[src/rtl/dc_token_ring_fifo_dout_if.sv]
// Bundle of signals between the read half of the dual-clock token-ring FIFO,
// its consumer stream and the producer-side data buffer.
interface dc_token_ring_fifo_dout_if #(
    parameter int DATA_WIDTH   = 10,
    parameter int BUFFER_DEPTH = 8
);
    logic [DATA_WIDTH-1:0]   data;
    logic                    valid;
    logic                    ready;
    logic [BUFFER_DEPTH-1:0] read_pointer;
    logic [BUFFER_DEPTH-1:0] write_token;
    logic [DATA_WIDTH-1:0]   data_async;

    // master is the FIFO read side, slave is the consumer plus producer buffer
    modport master (
        output data, valid, read_pointer,
        input  ready, write_token, data_async
    );

    modport slave (
        input  data, valid, read_pointer,
        output ready, write_token, data_async
    );
endinterface

[src/rtl/dc_token_ring_fifo_dout.sv]
// Consumer-domain half of the dual-clock token-ring FIFO: synchronizes the
// producer's two-hot write token, tracks its own read token and registers output.
module dc_token_ring_fifo_dout #(
    parameter int DATA_WIDTH   = 10,
    parameter int BUFFER_DEPTH = 8
) (
    input  logic                          clk,
    input  logic                          rstn,
    dc_token_ring_fifo_dout_if.master     bus
);

    localparam logic [BUFFER_DEPTH-1:0] TOKEN_RESET = BUFFER_DEPTH'('hC);

    logic [BUFFER_DEPTH-1:0] sync_stage;
    logic [BUFFER_DEPTH-1:0] sync_token;
    logic [BUFFER_DEPTH-1:0] read_token;
    logic [BUFFER_DEPTH-1:0] sync_write_pointer;
    logic [BUFFER_DEPTH-1:0] read_slot;
    logic [DATA_WIDTH-1:0]   data_q;
    logic                    valid_q;
    logic                    empty;
    logic                    fetch;

    // A two-hot token points at the upper bit of its adjacent pair.
    function automatic logic [BUFFER_DEPTH-1:0] ptr(input logic [BUFFER_DEPTH-1:0] t);
        return {t[BUFFER_DEPTH-2:0], t[BUFFER_DEPTH-1]} & t;
    endfunction

    always_ff @(posedge clk or negedge rstn) begin
        if (!rstn) begin
            sync_stage <= TOKEN_RESET;
            sync_token <= TOKEN_RESET;
        end else begin
            sync_stage <= bus.write_token;
            sync_token <= sync_stage;
        end
    end

    assign sync_write_pointer = ptr(sync_token);
    assign read_slot          = ptr(read_token);

    // Skewed tokens decoding to zero bits or two bits both resolve safely here.
    assign empty = |(read_slot & sync_write_pointer);
    assign fetch = ~empty & (~valid_q | bus.ready);

    always_ff @(posedge clk or negedge rstn) begin
        if (!rstn) begin
            read_token <= TOKEN_RESET;
        end else if (fetch) begin
            read_token <= {read_token[BUFFER_DEPTH-2:0], read_token[BUFFER_DEPTH-1]};
        end
    end

    always_ff @(posedge clk or negedge rstn) begin
        if (!rstn) begin
            data_q  <= '0;
            valid_q <= 1'b0;
        end else if (fetch) begin
            data_q  <= bus.data_async;
            valid_q <= 1'b1;
        end else if (valid_q && bus.ready) begin
            valid_q <= 1'b0;
        end
    end

    assign bus.data         = data_q;
    assign bus.valid        = valid_q;
    assign bus.read_pointer = read_slot;

endmodule

[src/flat_wrapper.sv]
// flat-port wrapper written by rule: the top's interface ports become plain ports
module dc_token_ring_fifo_dout_flat 
#(
    parameter int DATA_WIDTH   = 10,
    parameter int BUFFER_DEPTH = 8
)
  (clk, rstn, bus_data, bus_valid, bus_read_pointer, bus_ready, bus_write_token, bus_data_async);
  dc_token_ring_fifo_dout_if #(.DATA_WIDTH(DATA_WIDTH), .BUFFER_DEPTH(BUFFER_DEPTH)) bus_i ();
  input  logic clk;
  input  logic rstn;
  output wire logic [$bits(bus_i.data)-1:0] bus_data;
  output wire logic [$bits(bus_i.valid)-1:0] bus_valid;
  output wire logic [$bits(bus_i.read_pointer)-1:0] bus_read_pointer;
  input wire logic [$bits(bus_i.ready)-1:0] bus_ready;
  input wire logic [$bits(bus_i.write_token)-1:0] bus_write_token;
  input wire logic [$bits(bus_i.data_async)-1:0] bus_data_async;
  assign bus_data = bus_i.data;
  assign bus_valid = bus_i.valid;
  assign bus_read_pointer = bus_i.read_pointer;
  assign bus_i.ready = bus_ready;
  assign bus_i.write_token = bus_write_token;
  assign bus_i.data_async = bus_data_async;
  dc_token_ring_fifo_dout #(.DATA_WIDTH(DATA_WIDTH), .BUFFER_DEPTH(BUFFER_DEPTH)) u_core (.clk(clk), .rstn(rstn), .bus(bus_i));
endmodule
[config.mk]
export PLATFORM = sky130hd
export DESIGN_NAME = dc_token_ring_fifo_dout_flat
export DESIGN_NICKNAME = d
export VERILOG_FILES = /design/src/rtl/dc_token_ring_fifo_dout_if.sv /design/src/rtl/dc_token_ring_fifo_dout.sv /design/src/flat_wrapper.sv
export SDC_FILE = /design/constraint.sdc
export NUM_CORES = 1
export LEC_CHECK = 0
export ABC_AREA = 0
export BUFFER_PORTS_ARGS = -buffer_cell sky130_fd_sc_hd__buf_4
export CELL_PAD_IN_SITES_DETAIL_PLACEMENT = 1
export CELL_PAD_IN_SITES_GLOBAL_PLACEMENT = 1
export CORE_ASPECT_RATIO = 1.2
export CORE_UTILIZATION = 40
export CTS_CLUSTER_DIAMETER = 40
export CTS_CLUSTER_SIZE = 24
export DETAILED_ROUTE_END_ITERATION = 8
export GPL_TIMING_DRIVEN = 0
export PLACE_DENSITY = 0.82
export SLEW_MARGIN = 30
export SYNTH_ARGS = -nofsm -noshare
export SYNTH_HDL_FRONTEND = slang
export SYNTH_SLANG_ARGS = --single-unit
[constraint.sdc]
create_clock -name clk -period 1.99 [get_ports clk]
set_input_delay 0.2985 -clock clk [delete_from_list [all_inputs] [get_ports clk]]
set_output_delay 0.2985 -clock clk [all_outputs]
set_load 0.03 [all_outputs]
# After elaboration in Yosys (flattened, before gate mapping)
# Cells that the tools add are included.
# W data, S select, Z words.
# word_totals
ff_bits	35
# classes
bitwise_logic	7
mux	2
reduce_logical	3
# op_table
operator	n
$and A8 B8 Y8	3
$reduce_or A8 Y1	1
$mux W1	2
$not A1 Y1	2
$reduce_bool A2 Y1	1
$and A1 B1 Y1	1
$logic_and A1 B1 Y1	1
$or A1 B1 Y1	1

# Longest topological paths before layout
# depth
ltp_word	6
mapped_depth	5
ltp_nobuf	4

# Worst setup path after synthesis
# No wires, ideal clock.
# synth_timing
kind	reg2reg
start	reg u_core.valid_q, in the netlist u_core.bus.valid
end	reg u_core.data_q[0], in the netlist u_core.bus.data[0]
arrival_ps	1439
stages_incl_launch_ff	6
path_slack_ps	426
path_buffers	1
required_ps	1865
cell_sequence	dfrtp_1 > nand2b_1 > and3_1 > nand4_4 > buf_6 > mux2_4
# synth_between
elab_chain_cells	3
# synth_lines
item	line_no	text
start, declared	dc_token_ring_fifo_dout.sv:20	logic valid_q;
start signal, assigned	dc_token_ring_fifo_dout.sv:57	valid_q <= 1'b0;
start signal, assigned	dc_token_ring_fifo_dout.sv:60	valid_q <= 1'b1;
start signal, assigned	dc_token_ring_fifo_dout.sv:62	valid_q <= 1'b0;
$not A1 Y1	dc_token_ring_fifo_dout.sv:44	assign fetch = ~empty & (~valid_q | bus.ready);
$or A1 B1 Y1	dc_token_ring_fifo_dout.sv:44	
$and A1 B1 Y1	dc_token_ring_fifo_dout.sv:44	
end signal, assigned	dc_token_ring_fifo_dout.sv:59	data_q <= bus.data_async;
end, declared	dc_token_ring_fifo_dout.sv:19	logic [DATA_WIDTH-1:0] data_q;
# Every way passes these cells.
# A chain may end at the register's enable or synchronous reset.

# Worst setup path after layout
# layout_timing
start	reg u_core.read_token[3]
end	reg u_core.data_q[1], in the netlist u_core.bus.data[1]
# layout_between
elab_chain_cells	5
# layout_lines
item	line_no	text
start, declared	dc_token_ring_fifo_dout.sv:16	logic [BUFFER_DEPTH-1:0] read_token;
start signal, assigned	dc_token_ring_fifo_dout.sv:50	read_token <= {read_token[BUFFER_DEPTH-2:0], read_token[BUFFER_DEPTH-1]};
$and A8 B8 Y8	dc_token_ring_fifo_dout.sv:26	return {t[BUFFER_DEPTH-2:0], t[BUFFER_DEPTH-1]} & t;
$and A8 B8 Y8	dc_token_ring_fifo_dout.sv:43	assign empty = |(read_slot & sync_write_pointer);
$reduce_or A8 Y1	dc_token_ring_fifo_dout.sv:43	
$not A1 Y1	dc_token_ring_fifo_dout.sv:44	
$and A1 B1 Y1	dc_token_ring_fifo_dout.sv:44	
# Every way passes these cells.

==> results list <==
- For this run, the slowest stage of the critical path takes approximately 0.58 ns.
- Routed via count: roughly 740
- Clock-pin slew reported for the worst setup and hold paths after clock tree synthesis: 0.11 ns
- Floorplan die width: between 50 and 60 um
* Startpoint kind of the worst setup timing path: register
- Setup repair after global routing left no endpoint under its margin.
- Global routing used between 10% and 20% of the available tracks across all layers.
- By area the synthesized netlist is led by dfrtp_1 57%, dfstp_2 12%, mux2_4 11%, mux2_2 7.9%, and2_1 3.9%.
* Last weighted congestion value of the routability-driven placer: ~0.76
* Count of endpoints failing setup in the final report: 0
- Iteration count of the initial detailed-routing pass: 2
* Detail Route Antenna Nets: 0
- By area, the combinational part of the netlist is dominated by multiplexers.
* Final Hold Viols: 0
- Dividing the detail-routed via count by the number of cells gives between 4 and 5.
- Crit share post-route: between 80% and 90%
* Number of antenna violations at the first check in global routing: 0
- Yosys mapped a number of flops with a built-in enable equal to 0.
- Measured against the total synthesized area, the mux share comes to roughly 18%.
- STA puts the critical path data arrival time at 1.91 ns.
- Netlist cell types: 14
- Synth Area in Compound Gates: slightly above 2%
- Most frequent cell after synthesis: dfrtp_1
- The net count of the finished layout is between 100 and 150.
- Sequential-to-total area share from yosys stat: around 69%
* CTS tree: done
- The worst setup path is captured at a register.
- Summing the areas of all and, or, nand and nor instances in the mapped netlist gives under 10% of the synthesized area.
- A synthesized cell averages 17.3 um^2.
- Detailed-route wire length per cell: around 14 um
- The number of global-route vias before repair is 766.
* Largest clock skew in the final design: about 0.0064 ns
- Worst IR drop on VDD: 0.578 mV
- Post-CTS Setup Bufs: 0
- For this run, design rule violations remaining after detail routing come to 0.
* Longest Clk Path Bufs: 2
* Source-to-sink clock delay at the later pin of the worst-skew pair: between 0.3 and 0.4 ns
* Reported max-cap violation count: 0
- Count of yosys warnings during synthesis: 0
- Counting every sink on the clock net gives 35.
- At the pin with the least slew margin, the transition time is slightly above 0.4 ns.
* Proportion of netlist area held by the largest area contributor: a little under three fifths
* Worst slew margin relative to its limit: approximately 73%
- The wire-length estimate of the detail-placed layout is 1680 um.
* Peak clock frequency supported by timing: 0.595 GHz
* Core footprint: 3060 um^2
* Total overflow reported by the global router: 0
- The die is approximately 64 um tall.
* Antenna Cells: 0
- In the synthesized netlist, the number of instances is 74.
- Ranked by instance count, the synthesized netlist is headed by 29 x dfrtp_1, 9 x mux2_2, 9 x mux2_4, 8 x and2_1, 6 x dfstp_2.
- Largest net degree at the start of global routing: 36
- Count of state elements after synthesis: 35
* Area growth, synth to finish: 31.6%
- In the synthesized netlist the dominant register cell turns out to be dfrtp_1.
* Synth Cell Area: 1280 um^2
- XOR/XNOR share of the synthesized area: 0%
- Fraction of final layout cells with drive strength greater than 1: about three fifths
* Worst hold-check path type: in -> reg
- After floorplanning, the core was divided into 22 placement rows.
- After layout, the minimum clock period comes to about 1.7 ns.
- The number of nets in the synthesized netlist is 95.
* Count of H-tree levels built during CTS: 2
* Worst path slowest cell: dfstp_2
* Critical-path cell list: nand4_1 -> and3_1 -> nand4_4 -> buf_6 -> mux2_4
* Ratio of total power to cell area: about 800 nW/um^2
- Global-route wire length before repair: approximately 3700 um
- Of all flip-flops after synthesis, the portion carrying an async set or reset was 100%.
* Root buffer cell: clkbuf_4
- The die covers between 3000 and 4000 um^2.
- After clock tree synthesis, the repair step resized 0 gates.
* Buffers on Ports: 39
- Top Ports: 40
- Number of pins with negative max-slew slack in the final report: 0
- Setup total negative slack on the finished layout was measured at 0 ns.
* Class of the most critical setup path: reg -> reg
- Summing the areas of all fa, ha and maj instances in the mapped netlist gives 0% of the synthesized area.
- LEAKAGE: 0.000810 uW
- Biggest area consumer among synthesized cells: dfrtp_1
* Outcome: completed
- Summed over all layers, the routed wires come to 2290 um.
* Max FO, Critical Path: 10
- After the first detailed-routing iteration, the DRC count stood at 5.
* Power, Total: roughly 1300 uW
* Data required time at the worst endpoint: about 2.2 ns
- Starting Density: 42.0%
* Clock buffer count from CTS: 5
[power breakdown]
| group | switching (uW) | total (uW) | leakage [uW] | internal [uW] |
|---|---|---|---|---|
| clock | 235 | 370 | 0.0000272 | 135 |
| combinational | 102 | 201 | 0.000369 | 99.7 |
| sequential | 20.7 | 776 | 0.000413 | 755 |
[routing by layer]
metal	track usage (%)	routed length [um]
met1	19.1	877
met2	24.7	1260
met3	5.95	91
met4	8.88	60
met5	0	0
[state kept, by name, summed over array words and instances, names as in the netlist]
signal,cells
u_core.read_token,8
u_core.bus.valid,1
u_core.bus.data,10
u_core.sync_stage,8
u_core.sync_token,8
[path summary, 6_finish.rpt]
kind	from	endpoint	slack [ns]	cells past startpoint
min in group asynchronous	rstn	u_core.bus.data[4]$_DFFE_PN0P_	0.44	2
hold / removal	bus_write_token[3]	u_core.sync_stage[3]$_DFF_PN1_	0.06	1
setup / recovery	u_core.read_token[3]$_DFFE_PN1P_	u_core.bus.data[1]$_DFFE_PN0P_	0.31	5
setup reg to reg	u_core.read_token[3]$_DFFE_PN1P_	u_core.bus.data[1]$_DFFE_PN0P_	0.31	5
max in group asynchronous	rstn	u_core.sync_stage[2]$_DFF_PN1_	1.23	2
hold reg to reg	u_core.sync_stage[4]$_DFF_PN0_	u_core.sync_token[4]$_DFF_PN0_	0.36	0
[per-stage QoR]
| step | utilization, % | hold WS (ns) | cell area [um^2] | std cells | setup slack (ns) |
|---|---|---|---|---|---|
| after floorplan | - | 0.00291 | 1280 | 74 | 0.426 |
| after global placement | 53.0 | 0.256 | 1620 | 149 | 0.361 |
| after detailed placement | 53.0 | 0.263 | 1620 | 149 | 0.299 |
| after CTS | 55.2 | 0.0436 | 1690 | 158 | 0.290 |
| after global routing | 55.2 | 0.0316 | 1690 | 158 | 0.230 |
| final | 55.2 | 0.0599 | 1690 | 158 | 0.308 |
[layout make-up]
cell class / count / area, um^2
Multi-Input combinational cell: 38 / 388
Sequential cell: 35 / 883
Buffer: 1 / 11.3
Fill cell: 291 / 1370
Timing Repair Buffer: 40 / 303
Tap cell: 36 / 45.0
Clock inverter: 3 / 20.0
Clock buffer: 5 / 37.5
[cells in the final DEF, fill, tap and decap left out, types with 2 or more instances in the layout]
master,n
mux2_2,9
a22o_1,3
nand4_1,2
clkbuf_4,5
buf_4,39
mux2_4,9
nand3_2,2
clkinvlp_4,2
and2_1,8
dfrtp_1,29
dfstp_2,6
[cells by family after synthesis]
logic type	count (synthesis)
AOI/OAI and AO/OA	3
buffers and inverters	1
DFF	35
muxes	18
and+or+nand+nor	17
[timing repair]
action / 4_1_cts / 5_1_grt
hold buffers: 1 / 0
endpoints found under the hold margin: 29 / 0
endpoints found under the setup margin: 0 / 0
[worst max-delay path: cells and delay by family, from the launching register on]
kind	cells	cell delay, ns
flip-flops	1	0.58
multiplexers	1	0.31
AND/OR/NAND/NOR	3	0.46
buffers and inverters	1	0.21
(Power assumes the default switching activity.)
